### src/rtl/timer_pkg.sv
// timer_pkg: shared FSM state, BCD digit type and digit range limits for bcd_countdown_timer
package timer_pkg;
  typedef enum logic [1:0] {IDLE, RUN, PAUSED, EXPIRED} state_t;
  typedef logic [3:0] bcd_t;
  localparam bcd_t SEC_TENS_MAX = 4'd5;
  localparam bcd_t MIN_TENS_MAX = 4'd5;
  localparam bcd_t BCD_MAX = 4'd9;
endpackage

### src/rtl/bcd_digit_down.sv
// bcd_digit_down: one BCD down-counting digit that wraps 0 -> MAX and signals a borrow to the next stage
module bcd_digit_down
  import timer_pkg::*;
#(
  parameter bcd_t MAX = BCD_MAX
) (
  input  logic clk,
  input  logic rst_n,
  input  logic clr,
  input  logic ld,
  input  bcd_t ld_val,
  input  logic bin,
  output bcd_t q,
  output logic bout,
  output logic zero
);
  bcd_t q_q, q_d;
  assign q = q_q;
  assign zero = q_q == 4'd0;
  assign bout = bin & zero;
  always_comb q_d = clr ? 4'd0 : ld ? ld_val : bin ? (zero ? MAX : q_q - 4'd1) : q_q;
  always_ff @(posedge clk or negedge rst_n)
    if (!rst_n) q_q <= 4'd0;
    else q_q <= q_d;
endmodule

### src/rtl/bcd_countdown_timer.sv
// bcd_countdown_timer: mm:ss BCD countdown with start/stop/clear/load pulses.
// Define TIMER_AUTORELOAD_EN to reload the last accepted preset on reaching 00:00.
module bcd_countdown_timer
  import timer_pkg::*;
#(
  parameter int TICK_DIV = 100000000
) (
  input  logic       clk,
  input  logic       rst_n,
  input  logic       start,
  input  logic       stop,
  input  logic       clear,
  input  logic       load,
  input  logic [3:0] load_min_D1,
  input  logic [3:0] load_min_D0,
  input  logic [3:0] load_sec_D1,
  input  logic [3:0] load_sec_D0,
  output logic [3:0] min_D1,
  output logic [3:0] min_D0,
  output logic [3:0] sec_D1,
  output logic [3:0] sec_D0,
  output logic       running,
  output logic       expired,
  output logic       load_err
);
  localparam int PW = $clog2(TICK_DIV);
  state_t state_q, state_d;
  logic [PW-1:0] presc_q, presc_d;
  logic expired_q, expired_d, load_err_q, load_err_d;
  logic [15:0] preset, ld_val;
  logic z0, z1, z2, z3, b1, b2, b3, b4;
  logic preset_ok, idle_like, cmd_load, load_acc, go, run_adv, tick, dec, ld;
  logic time_zero, hit_zero, reload_take, reload_zero, to_expired;
  assign preset = {load_min_D1, load_min_D0, load_sec_D1, load_sec_D0};
  assign preset_ok = load_sec_D0 <= BCD_MAX && load_sec_D1 <= SEC_TENS_MAX &&
                     load_min_D0 <= BCD_MAX && load_min_D1 <= MIN_TENS_MAX;
  assign time_zero = z0 & z1 & z2 & z3;
  assign idle_like = state_q != RUN;
  assign cmd_load = load & ~clear & ~stop & ~start;
  assign load_acc = cmd_load & idle_like & preset_ok;
  assign go = start & ~clear & ~stop & idle_like & ~time_zero;
  assign run_adv = state_q == RUN && !clear && !stop;
  assign tick = run_adv && presc_q == PW'(TICK_DIV - 1);
  assign hit_zero = tick & (sec_D0 == 4'd1) & z1 & z2 & z3;
  assign dec = tick & ~time_zero & ~reload_take;
  assign ld = load_acc | reload_take;
  assign to_expired = hit_zero & reload_zero;
`ifdef TIMER_AUTORELOAD_EN
  logic [15:0] rl_q, rl_d;
  assign reload_take = hit_zero;
  assign reload_zero = rl_q == 16'd0;
  assign ld_val = reload_take ? rl_q : preset;
  always_comb rl_d = load_acc ? preset : rl_q;
  always_ff @(posedge clk or negedge rst_n)
    if (!rst_n) rl_q <= 16'd0;
    else rl_q <= rl_d;
`else
  assign reload_take = 1'b0;
  assign reload_zero = 1'b1;
  assign ld_val = preset;
`endif
  // borrow ripples sec ones -> sec tens -> min ones -> min tens
  bcd_digit_down #(.MAX(BCD_MAX)) u_sec0 (.clk(clk), .rst_n(rst_n), .clr(clear), .ld(ld),
    .ld_val(ld_val[3:0]), .bin(dec), .q(sec_D0), .bout(b1), .zero(z0));
  bcd_digit_down #(.MAX(SEC_TENS_MAX)) u_sec1 (.clk(clk), .rst_n(rst_n), .clr(clear), .ld(ld),
    .ld_val(ld_val[7:4]), .bin(b1), .q(sec_D1), .bout(b2), .zero(z1));
  bcd_digit_down #(.MAX(BCD_MAX)) u_min0 (.clk(clk), .rst_n(rst_n), .clr(clear), .ld(ld),
    .ld_val(ld_val[11:8]), .bin(b2), .q(min_D0), .bout(b3), .zero(z2));
  bcd_digit_down #(.MAX(MIN_TENS_MAX)) u_min1 (.clk(clk), .rst_n(rst_n), .clr(clear), .ld(ld),
    .ld_val(ld_val[15:12]), .bin(b3), .q(min_D1), .bout(b4), .zero(z3));
  always_comb begin
    state_d = clear ? IDLE : (stop && state_q == RUN) ? PAUSED : go ? RUN : to_expired ? EXPIRED : state_q;
    presc_d = (clear || go) ? '0 : run_adv ? (tick ? '0 : presc_q + 1'b1) : presc_q;
    expired_d = hit_zero | b4;
    load_err_d = cmd_load & idle_like & ~preset_ok;
  end
  always_ff @(posedge clk or negedge rst_n)
    if (!rst_n) begin
      state_q <= IDLE;
      presc_q <= '0;
      expired_q <= 1'b0;
      load_err_q <= 1'b0;
    end else begin
      state_q <= state_d;
      presc_q <= presc_d;
      expired_q <= expired_d;
      load_err_q <= load_err_d;
    end
  assign running = state_q == RUN;
  assign expired = expired_q;
  assign load_err = load_err_q;
endmodule

### config.mk
export PLATFORM = sky130hd
export DESIGN_NAME = bcd_countdown_timer
export DESIGN_NICKNAME = d
export VERILOG_FILES = /design/src/rtl/timer_pkg.sv /design/src/rtl/bcd_digit_down.sv /design/src/rtl/bcd_countdown_timer.sv
export SDC_FILE = /design/constraint.sdc
export NUM_CORES = 1
export LEC_CHECK = 0
export CAP_MARGIN = 20
export CORE_ASPECT_RATIO = 0.7
export CORE_MARGIN = 2
export CORE_UTILIZATION = 51
export CTS_BUF_LIST = sky130_fd_sc_hd__clkbuf_8
export CTS_CLUSTER_DIAMETER = 150
export DETAILED_ROUTE_END_ITERATION = 10
export PLACE_DENSITY = 0.79
export REMOVE_ABC_BUFFERS = 1
export SYNTH_ARGS = -nofsm -noshare
export SYNTH_HDL_FRONTEND = slang
export SYNTH_SLANG_ARGS = --single-unit
### constraint.sdc
create_clock -name clk -period 2.22 [get_ports clk]
set_input_delay 0.333 -clock clk [delete_from_list [all_inputs] [get_ports clk]]
set_output_delay 0.333 -clock clk [all_outputs]
set_load 0.1 [all_outputs]
# Word level (Yosys, flattened, before mapping)
# Cells that the tools add are included.
# word_totals
regBits,47
output_inout_bits,19
word_cells,92
# op_classes
n_addsub,5
magnitude_cmp,4
eq_ne,4
n_mux,23
n_bitwise,28
reduce_logical,20
# ops
op,count
$mux 27,3
$mux 4,16
$add 27x1->27 const B,1
$eq 27x27->1 const B,1
$and 1x1->1,22
$logic_not 4->1,4
$sub 4x1->4 const B,4
$reduce_bool 3->1,4
$le 4x3->1 const B,2
$le 4x4->1 const B,2
$mux 2,4
$logic_and 1x1->1,7
$not 1->1,5
$eq 4x1->1 const B,1
$reduce_bool 4->1,1
$eq 2x1->1 const B,1
$logic_not 1->1,2
$ne 2x1->1 const B,1
$reduce_bool 2->1,1
$logic_or 1x1->1,1
$or 1x1->1,1

# Logic depth before layout (Yosys ltp)
# Gate-level depths: netlist of run 1.
# depth
word_depth,12
mapped_depth,8

# By module
# A second synthesis of run 1 with hierarchy kept.
# unflattened
cells_unflattened,293
area_unflattened_um2,2761.4
# by_module_without_submodules
mod,instances,cells_per_inst,area_per_inst_um2
bcd_countdown_timer,1,191,1775.5
bcd_digit_down (u_min0 ...),2,25,249.0
bcd_digit_down (u_min1 ...),2,26,244.0

# Least setup slack after synthesis of run 1
# No wires, ideal clock.
# synth_timing
kind,register -> register
start,register state_q[1]
end,register presc_q[13]
setup_ns,0.078
arrival_time_ns,3.135
t_required_ns,2.142
setup_slack_ns,-0.993
path_stages_with_launch,7
path_buffers,2
synth_period_minus_slack_ns,3.213
path_cell_list,dfrtp_1 > nor2b_1 > o21ai_0 > or2_2 > clkbuf_1 > clkbuf_1 > a21oi_1
# synth_via
elab_chain_cells,7
# synth_rtl
item,line_no,text
from (decl),bcd_countdown_timer.sv:27,"state_t state_q, state_d;"
from (signal assigned),bcd_countdown_timer.sv:84,state_q <= state_d;
$eq 2x1->1 *,-,
via running,bcd_countdown_timer.sv:22,"output logic running,"
$logic_and 1x1->1 * (2 in a row),bcd_countdown_timer.sv:42,assign run_adv = state_q == RUN && !clear && !stop;
$logic_and 1x1->1,bcd_countdown_timer.sv:43,assign tick = run_adv && presc_q == PW'(TICK_DIV - 1);
$mux 27 (3 in a row),bcd_countdown_timer.sv:73,presc_d = (clear || go) ? '0 : run_adv ? (tick ? '0 : presc_q + 1'b1) : presc_q;
to (signal assigned),bcd_countdown_timer.sv:85,presc_q <= presc_d;
to (decl),bcd_countdown_timer.sv:28,"logic [PW-1:0] presc_q, presc_d;"
# The timed path passes the listed nets; every way through them passes the cells marked *. The select of a mux whose other input is x is not followed.
# A chain may end at the register's enable or synchronous reset.

# Final worst setup path of run 1
# layout_timing
start,register presc_q[0]
end,"register u_sec0.q_q[2], in the netlist u_sec0.q[2]"
# layout_via
elab_chain_cells,4
# layout_rtl
item,line_no,text
$eq 27x27->1,bcd_countdown_timer.sv:43,
$logic_and 1x1->1,bcd_countdown_timer.sv:43,
$and 1x1->1,bcd_countdown_timer.sv:45,assign dec = tick & ~time_zero & ~reload_take;
$reduce_bool 3->1 (no source line),-,
to (signal assigned),bcd_digit_down.sv:24,else q_q <= q_d;
to (decl),bcd_digit_down.sv:17,"bcd_t q_q, q_d;"
# No other way between the ends.

==> flow_summary_export.csv, run 1 <==
group,metric,value,unit
layout,area_delta_synth_final,45.9,%
global_routing,grt_max_degree,31,
sta,hold_viol,0,
route,firstDrtPassIters,5,
layout,diodes,0,
yosys,synth_edf_count,0,
yosys,synth_cell_types,46,
power,p_int,1300,uW
global_routing,track_usage,29.4,%
yosys,async_flop_share,100,%
sta,tightestPinTransition,0.720,ns
floorplanning,core,0.00526,sq mm
place,place.gp.congestion,0.911,
sta,setup_slack,-0.0808,ns
setup_path,path_cells,"ha_2 -> nand4_1 -> or2_1 -> or4_4 -> or4_1 -> a311oi_1",
yosys,synth_ff_type,"dfrtp_1",
route,route.detailed.drc,0,
floorplanning,dieArea,0.00611,sq mm
sta,worst_hold_slack,0.0682,ns
route,wl,8.77,mm
sta,layout_min_cycle_time,2.30,ns
route,ant_nets,0,
yosys,syn_inst,311,
power,seqPwrFrac,50.6,%
clocking,root_buffer,"clkbuf_8",
yosys,synth_top_area_share,42.0,%
floorplanning,fp.dieH,66.0,microns
sta,post-route-period-util,104,%
min_path,holdCritPathClass,"in2async",
sta,slew_headroom,52.0,%
place,io_buffer_count,40,
yosys,synth_warnings,0,
run_status,status,"complete, but fails checks",
sta,fin_worst_skew,0.00393,ns
setup_path,worstPathMaxFanout,4,
setup_path,worstSetupStartpointType,"flip-flop",
route,drt_iter0_drc,200,
clocking,cts_num_sinks,47,
clocking,cts_buffer_depth,2,
setup_path,critPathBufInv,0,
setup_path,crit_arrival,2.52,ns
setup_path,required,2.44,ns
layout,final_common_cell,"buf_4",
setup_path,end_kind,"flip-flop",
floorplanning,start_util,53.2,%
global_routing,grt_pass1_vias,2817,
global_routing,grt_pass1_wl,13.9,mm
power,power_leakage,0.00178,uW
yosys,syn-cell-area,0.00280,sq mm
layout,final_cells,502,
yosys,ys_seq_area_share,42.0,%
yosys,synth_top_area_cell,"dfrtp_1",
layout,fin_nets,452,
sta,drv_slew,0,
place,hpwl,6.23,mm
sta,fmax,435,MHz
route,vias,3014,
clocking,tritoncts,"yes",
clocking,cts_max_level,2,
power,combPwrFrac,8.8,%
power,swShare,23.7,%
layout,drive_gt1_share,34.0,%
setup_path,crit_type,"reg2reg",
yosys,ys_seq_elements,47,
clocking,path_clk_slew,0.09,ns
place,dp_cells,487,
setup_path,cp_slowest_stage_delay,0.54,ns
sta,setup_viol,4,
floorplanning,rows,22,
layout,final_cell_mix,"buf_4, dfrtp_1, nor2_1",
global_routing,grt_overflow,0,
floorplanning,die-width,92.5,microns
power,cellPowerDensity,416,mW/mm^2
flow_run,max-cap-violations,0,
power,p_sw,403,uW
yosys,syn_area_per_cell,9.00,sq um
power,vdd_ir_drop_max,0.000248,V
run_status,violations,"setup timing",
setup_path,cpLargestDelayFamily,"simple AND/OR/NAND/NOR gates",
route,post_drt_wl_per_cell,17.5,microns
floorplanning,ioPinCount,41,
clocking,clk_latency,0.31,ns
setup_path,cpMaxStageDelayCell,"or4_4",
clocking,numCtsBuffers,5,
sta,rsz0062_at_grt,"yes",
yosys,synthTopCellsByArea,"dfrtp_1, nor2_1, a211oi_1, xnor2_1, or4_1",
route,vias_per_cell,6.00,
global_routing,antenna_found_initial,0,
power,clkPwrFrac,40.6,%
[power by group through the flow]
stage	registers, uW	logic (uW)	clock network (uW)
2_1_floorplan	886	29.0	0
3_3_place_gp	875	143	0
3_5_place_dp	875	145	0
4_1_cts	858	146	692
5_1_grt	859	161	724
6_report	859	150	689
[final timing paths]
path,startpoint,to,slack [ns],cells after the start
max,presc_q[0],u_sec0.q[2],-0.08,6
min,rst_n,u_sec1.q[0],0.07,1
max reg2reg,presc_q[0],u_sec0.q[2],-0.08,6
min reg2reg,presc_q[22],presc_q[22],0.57,2
max in group asynchronous,rst_n,presc_q[1],1.54,2
min in group clk,presc_q[22],presc_q[22],0.57,2
[layer usage]
layer  up-vias  share of wire [%]  global-route usage (%)
met5         -                  0                       0
met4         0                1.6                    8.96
met3        16                7.2                    3.88
met2       128                 45                    43.6
met1      1461                 46                    44.7
li1       1409                  -                       -
[cell usage after synthesis (9+ instances only)]
| library cell | number |
|---|---|
| a211oi_1 | 16 |
| a21oi_1 | 16 |
| clkbuf_1 | 12 |
| dfrtp_1 | 47 |
| inv_1 | 9 |
| nand2_1 | 20 |
| nand3_1 | 11 |
| nand4_1 | 13 |
| nor2_1 | 42 |
| o21ai_0 | 10 |
| o31ai_1 | 9 |
| or4_1 | 12 |
| xnor2_1 | 13 |
[stage by stage]
step,setup TNS (ns),power [uW],setup slack (ns),utilization (%),instance area [sq um]
finish,-0.168,1700,-0.0808,77.7,4080
global route,-0.554,1740,-0.125,77.7,4080
CTS,-0.0635,1700,-0.0537,75.4,3970
detailed placement,-9.01,1020,-0.421,72.0,3780
global placement,-5.68,1020,-0.314,72.0,3780
floorplan,-30.09,915,-0.925,-,2740
[repair_timing]
item	in CTS	in global routing
resized for setup	9	15
hold buffers	0	0
endpoints found under the setup margin	9	36
pin swaps	8	6
buffers inserted	3	4
[sequential cells by signal, indices dropped and copies added (netlist names)]
name      flops
expired       1
load_err      1
presc_q      27
state_q       2
u_min0.q      4
u_min1.q      4
u_sec0.q      4
u_sec1.q      4
[cell type report]
class	count	area (sq um)
Timing Repair Buffer	126	1000
Clock buffer	6	82.6
Tap cell	72	90.1
Sequential cell	47	1180
Multi-Input combinational cell	240	1660
Clock inverter	2	38.8
Fill cell	340	1170
Inverter	9	33.8
[worst reg2reg max path, delay by kind of cell, from the launching register on]
family	cells	cell delay (ns)
flops	1	0.37
simple gates	4	1.39
fa+ha+maj	1	0.20
compound gates	1	0.25
[cells by family (layout without fill, tap and decap cells)]
logic type	count (synthesis)	after routing	synth area share (%)
AOI/OAI and AO/OA	67	67	16.4
xor gates and xnor gates	18	18	5.63
adders and majority gates	1	1	0.447
buffers and inverters	24	143	3.31
DFF	47	47	42.0
and+or+nand+nor	154	154	32.2
(Power assumes the default switching activity.)
==> run 2, diff against run 1 <==
GPL_TIMING_DRIVEN = 0   (was default)
==> flow_summary_export.csv, run 2 (synthesis results as in run 1) <==
group,metric,value,unit
run_status,status,"complete, but fails checks",
run_status,violations,"setup timing",
route,vias_per_cell,6.37,
place,dpl_cell_area,0.00325,sq mm
clocking,root_buffer,"clkbuf_8",
setup_path,crit_type,"reg2reg",
setup_path,worstSetupStartpointType,"flip-flop",
floorplanning,start_util,53.2,%
min_path,holdCritPathClass,"in2reg",
global_routing,grt_max_degree,29,
sta,setup_slack,-0.0916,ns
clocking,cts_buffer_depth,2,
place,place.gp.congestion,0.809,
layout,top_register,"presc_q",
global_routing,antenna_found_initial,0,
floorplanning,rows,22,
sta,setup_viol,5,
power,vdd_ir_drop_max,0.000235,V
flow_run,max-cap-violations,0,
place,dp_cells,409,
clocking,tritoncts,"yes",
global_routing,track_usage,27.8,%
route,firstDrtPassIters,4,
sta,drv_slew,0,
layout,fin_nets,398,
power,p_total,1540,uW
place,io_buffer_count,40,
sta,rsz0062_at_grt,"yes",
layout,drive_gt1_share,23.5,%
sta,hold_viol,0,
floorplanning,core,0.00526,sq mm
route,wl,8.51,mm
layout,area_delta_synth_final,34.8,%
setup_path,path_cells,"nor4b_4 -> nand4_1 -> or4_4 -> or4_1 -> a311oi_1",
layout,largest_reg_flops,27,
floorplanning,dieArea,0.00611,sq mm
power,cellPowerDensity,409,mW/mm^2
sta,slew_headroom,33.8,%
route,vias,2847,
setup_path,cpMaxStageDelayCell,"or4_4",
sta,worst_hold_slack,0.450,ns
setup_path,crit_arrival,2.52,ns
sta,tightestPinTransition,0.997,ns
setup_path,end_kind,"flip-flop",
clocking,numCtsBuffers,5,
layout,final_cell_mix,"nor2_1, dfrtp_1, buf_4",
setup_path,cp_slowest_stage_delay,0.48,ns
global_routing,grt_pass1_vias,2593,
clocking,path_clk_slew,0.08,ns
setup_path,worstPathMaxFanout,4,
layout,final_common_cell,"nor2_1",
layout,final_cells,447,
clocking,clk_latency,0.31,ns
layout,diodes,0,
clocking,cts_num_sinks,47,
floorplanning,ioPinCount,41,
floorplanning,die-width,92.5,microns
layout,design_area,0.00377,sq mm
route,drt_iter0_drc,246,
clocking,cts_max_level,2,
sta,post-route-period-util,104,%
sta,fmax,433,MHz
route,ant_nets,0,
floorplanning,fp.dieH,66.0,microns
setup_path,required,2.43,ns
global_routing,grt_overflow,0,
sta,fin_worst_skew,0.00716,ns
power,power_leakage,0.00156,uW
sta,layout_min_cycle_time,2.31,ns
global_routing,grt_pass1_wl,13.2,mm
place,hpwl,5.19,mm
route,post_drt_wl_per_cell,19.0,microns
route,route.detailed.drc,0,
run 2: cell count changes in the layout (fill, tap and decap cells not counted), sizes merged:
cell / previous run / this run
inv: 10 / 9
or2: 6 / 8
dlygate4sd2: 1 / 17
dlygate4sd3: 0 / 1
clkinv: 0 / 1
buf: 106 / 31
bufinv: 1 / 0
clkdlybuf4s50: 19 / 20
clkbuf: 6 / 7
run 2: path summary, 6_finish.rpt:
check | startpoint | cells after the start | endpoint | slack [ns]
max | state_q[1] | 5 | u_sec0.q[2] | -0.09
min | clear | 2 | state_q[0] | 0.45
max reg2reg | state_q[1] | 5 | u_sec0.q[2] | -0.09
min reg2reg | presc_q[6] | 2 | presc_q[6] | 0.58
max in group asynchronous | rst_n | 3 | state_q[1] | 1.14
min in group asynchronous | rst_n | 2 | u_min1.q[0] | 0.53
run 2: worst max-delay path, delay by kind of cell, from the launching register on:
kind / cells / cell delay, ns
simple gates: 4 / 1.47
flops: 1 / 0.46
compound gates: 1 / 0.28
run 2: final cells by class:
type	count	area (sq um)
Sequential cell	47	1180
Tap cell	72	90.1
Multi-Input combinational cell	242	1770
Fill cell	398	1480
Clock inverter	1	5.00
Clock buffer	6	82.6
Timing Repair Buffer	70	604
Inverter	9	33.8
run 2: timing repair:
action / in CTS / in global routing
buffers inserted: 10 / 18
setup endpoints to repair: 59 / 40
gates resized for setup: 53 / 25
gates cloned: 0 / 2
hold buffers: 1 / 0
endpoints found under the hold margin: 19 / 0
pin swaps: 9 / 17
run 2: through the flow:
| step | worst slack (ns) | setup TNS [ns] | utilization, % |
|---|---|---|---|
| floorplan | -0.925 | -30.09 | - |
| global placement | -0.995 | -60.93 | 61.4 |
| detailed placement | -1.07 | -36.71 | 61.7 |
| CTS | -0.186 | -0.883 | 67.1 |
| global route | -0.125 | -0.986 | 71.8 |
| finish | -0.0916 | -0.236 | 71.8 |
run 2: per-layer routing:
metal,share of wire (%),global-route usage [%]
met1,44,40.5
met4,1.5,8.96
met3,7.2,5.25
met2,47,41.8
met5,0,0
run 2: power breakdown:
| group | total [uW] | internal (uW) | switching (uW) |
|---|---|---|---|
| registers | 860 | 857 | 2.77 |
| logic | 135 | 54.0 | 81.3 |
| clock network | 547 | 245 | 302 |
| total | 1540 | 1160 | 386 |
==> run 3, diff against run 2 <==
CORE_MARGIN = default   (was 2)
CORE_UTILIZATION = 49   (was 51)
CTS_BUF_LIST = default   (was sky130_fd_sc_hd__clkbuf_8)
PLACE_DENSITY = 0.76   (was 0.79)
==> flow_summary_export.csv, run 3 (synthesis results as in run 1) <==
group,metric,value,unit
layout,fill_cells,399,
power,cellPowerDensity,411,mW/mm^2
global_routing,antenna_found_initial,0,
power,swShare,25.1,%
sta,setup_viol,7,
layout,largest_reg_flops,27,
place,hpwl,5.10,mm
sta,post-route-period-util,107,%
power,clkPwrFrac,37.6,%
place,io_buffer_count,40,
flow_run,max-cap-violations,0,
sta,drv_slew,0,
clocking,tritoncts,"yes",
layout,diodes,0,
setup_path,required,2.43,ns
layout,top_register,"presc_q",
clocking,path_clk_slew,0.09,ns
floorplanning,fp.dieH,65.2,microns
run_status,violations,"setup timing",
clocking,cts_num_sinks,47,
power,combPwrFrac,8.6,%
place,dpl_cell_area,0.00325,sq mm
sta,rsz0062_at_grt,"yes",
clocking,cts_buffer_depth,2,
power,power_leakage,0.00165,uW
route,drt_iter0_drc,234,
layout,fin_nets,405,
route,vias,2920,
global_routing,track_usage,28.3,%
clocking,root_buffer,"clkbuf_8",
floorplanning,ioPinCount,41,
power,p_sw,401,uW
route,post_drt_wl_per_cell,19.0,microns
setup_path,timing.rr.start,"presc_q[0]",
setup_path,end_kind,"flip-flop",
global_routing,grt_pass1_vias,2542,
route,route.detailed.drc,0,
power,seqPwrFrac,53.8,%
run_status,status,"complete, but fails checks",
min_path,holdCritPathClass,"in2async",
sta,fmax,421,MHz
layout,fin_util,72.4,%
layout,final-seq-area,0.00118,sq mm
sta,hold_viol,0,
power,vdd_ir_drop_max,0.000255,V
setup_path,setup.worst_path.start,"presc_q[0]",
route,vias_per_cell,6.42,
layout,final_cells,455,
route,ant_nets,0,
setup_path,crit_type,"reg2reg",
floorplanning,dieArea,0.00602,sq mm
place,dp_cells,409,
floorplanning,die-width,92.3,microns
layout,final_cell_mix,"dfrtp_1, nor2_1, buf_4",
global_routing,grt_max_degree,34,
floorplanning,start_util,52.1,%
sta,tightestPinTransition,0.980,ns
global_routing,grt_pass1_wl,13.1,mm
layout,final_common_cell,"dfrtp_1",
layout,design_area,0.00389,sq mm
place,place.gp.congestion,0.854,
layout,area_delta_synth_final,38.9,%
clocking,cts_max_level,2,
sta,fin_worst_skew,0.00874,ns
power,p_int,1200,uW
sta,slew_headroom,34.4,%
route,wl,8.64,mm
layout,drive_gt1_share,26.4,%
sta,setup_slack,-0.157,ns
place,place_ws,-1.13,ns
setup_path,worstSetupStartpointType,"flip-flop",
floorplanning,core,0.00537,sq mm
setup_path,worstPathMaxFanout,5,
sta,layout_min_cycle_time,2.38,ns
layout,multi_input_area,0.00180,sq mm
clocking,clk_latency,0.31,ns
clocking,numCtsBuffers,5,
global_routing,grt_overflow,0,
route,firstDrtPassIters,5,
setup_path,crit_arrival,2.59,ns
floorplanning,rows,22,
==> run 3: cell count changes in the layout (fill, tap and decap cells not counted), sizes merged <==
cell	delta
dlymetal6s2s	+2
or2	-1
clkinv	-1
dlygate4sd2	-2
clkbuf	+1
buf	+8
clkinvlp	+1
==> run 3: power by group through the flow <==
stage | registers, uW | logic (uW) | clock network (uW)
after floorplan | 886 | 29.0 | 0
after global placement | 876 | 116 | 0
after detailed placement | 876 | 120 | 0
after CTS | 859 | 127 | 598
after global routing | 860 | 146 | 639
final | 860 | 137 | 600
==> run 3: worst paths after layout <==
| check | cells past startpoint | slack (ns) | to |
|---|---|---|---|
| setup / recovery | 6 | -0.16 | u_sec0.q[2] |
| max in group asynchronous | 3 | 1.23 | u_sec1.q[0] |
| min in group clk | 2 | 0.48 | state_q[0] |
| hold / removal | 2 | 0.46 | presc_q[3] |
| hold reg to reg | 2 | 0.58 | presc_q[4] |
| setup reg to reg | 6 | -0.16 | u_sec0.q[2] |
==> run 3: layout make-up <==
cell class | count | area share [%]
Inverter | 9 | 0.869
Clock inverter | 1 | 0.193
Sequential cell | 47 | 30.4
Clock buffer | 7 | 2.48
Multi-Input combinational cell | 241 | 46.3
Timing Repair Buffer | 78 | 17.5
Tap cell | 72 | 2.32
==> run 3: layer usage <==
layer | up-vias | wire, microns | global-route usage (%)
met3 | 31 | 706 | 4.05
met5 | - | 0 | 0
met4 | 0 | 193 | 6.25
met1 | 1437 | 3930 | 43.7
met2 | 140 | 3810 | 41.8
li1 | 1312 | - | -
==> run 3: stage by stage <==
| stage | TNS [ns] | total power (uW) | hold slack [ns] |
|---|---|---|---|
| after detailed placement | -40.17 | 997 | 0.261 |
| final | -0.422 | 1600 | 0.458 |
| after global placement | -61.75 | 992 | 0.540 |
| after global routing | -1.14 | 1650 | 0.493 |
| after CTS | -0.819 | 1580 | 0.436 |
| after floorplan | -30.09 | 915 | 0.0374 |
==> run 3: worst max-delay path: stages (launching register included) <==
cell and delay [ns]:
dfrtp_1 0.38, ha_2 0.19, nand4_1 0.15, or2_4 0.30, or4_4 0.59, or4_1 0.41
a311oi_1 0.26
==> run 3: repair_timing <==
action / 4_1_cts / 5_1_grt
resized for setup: 54 / 31
pin swaps: 15 / 20
setup buffers: 22 / 16
setup endpoints to repair: 56 / 43
hold buffers: 1 / 0
endpoints found under the hold margin: 14 / 0
gates cloned: 1 / 0
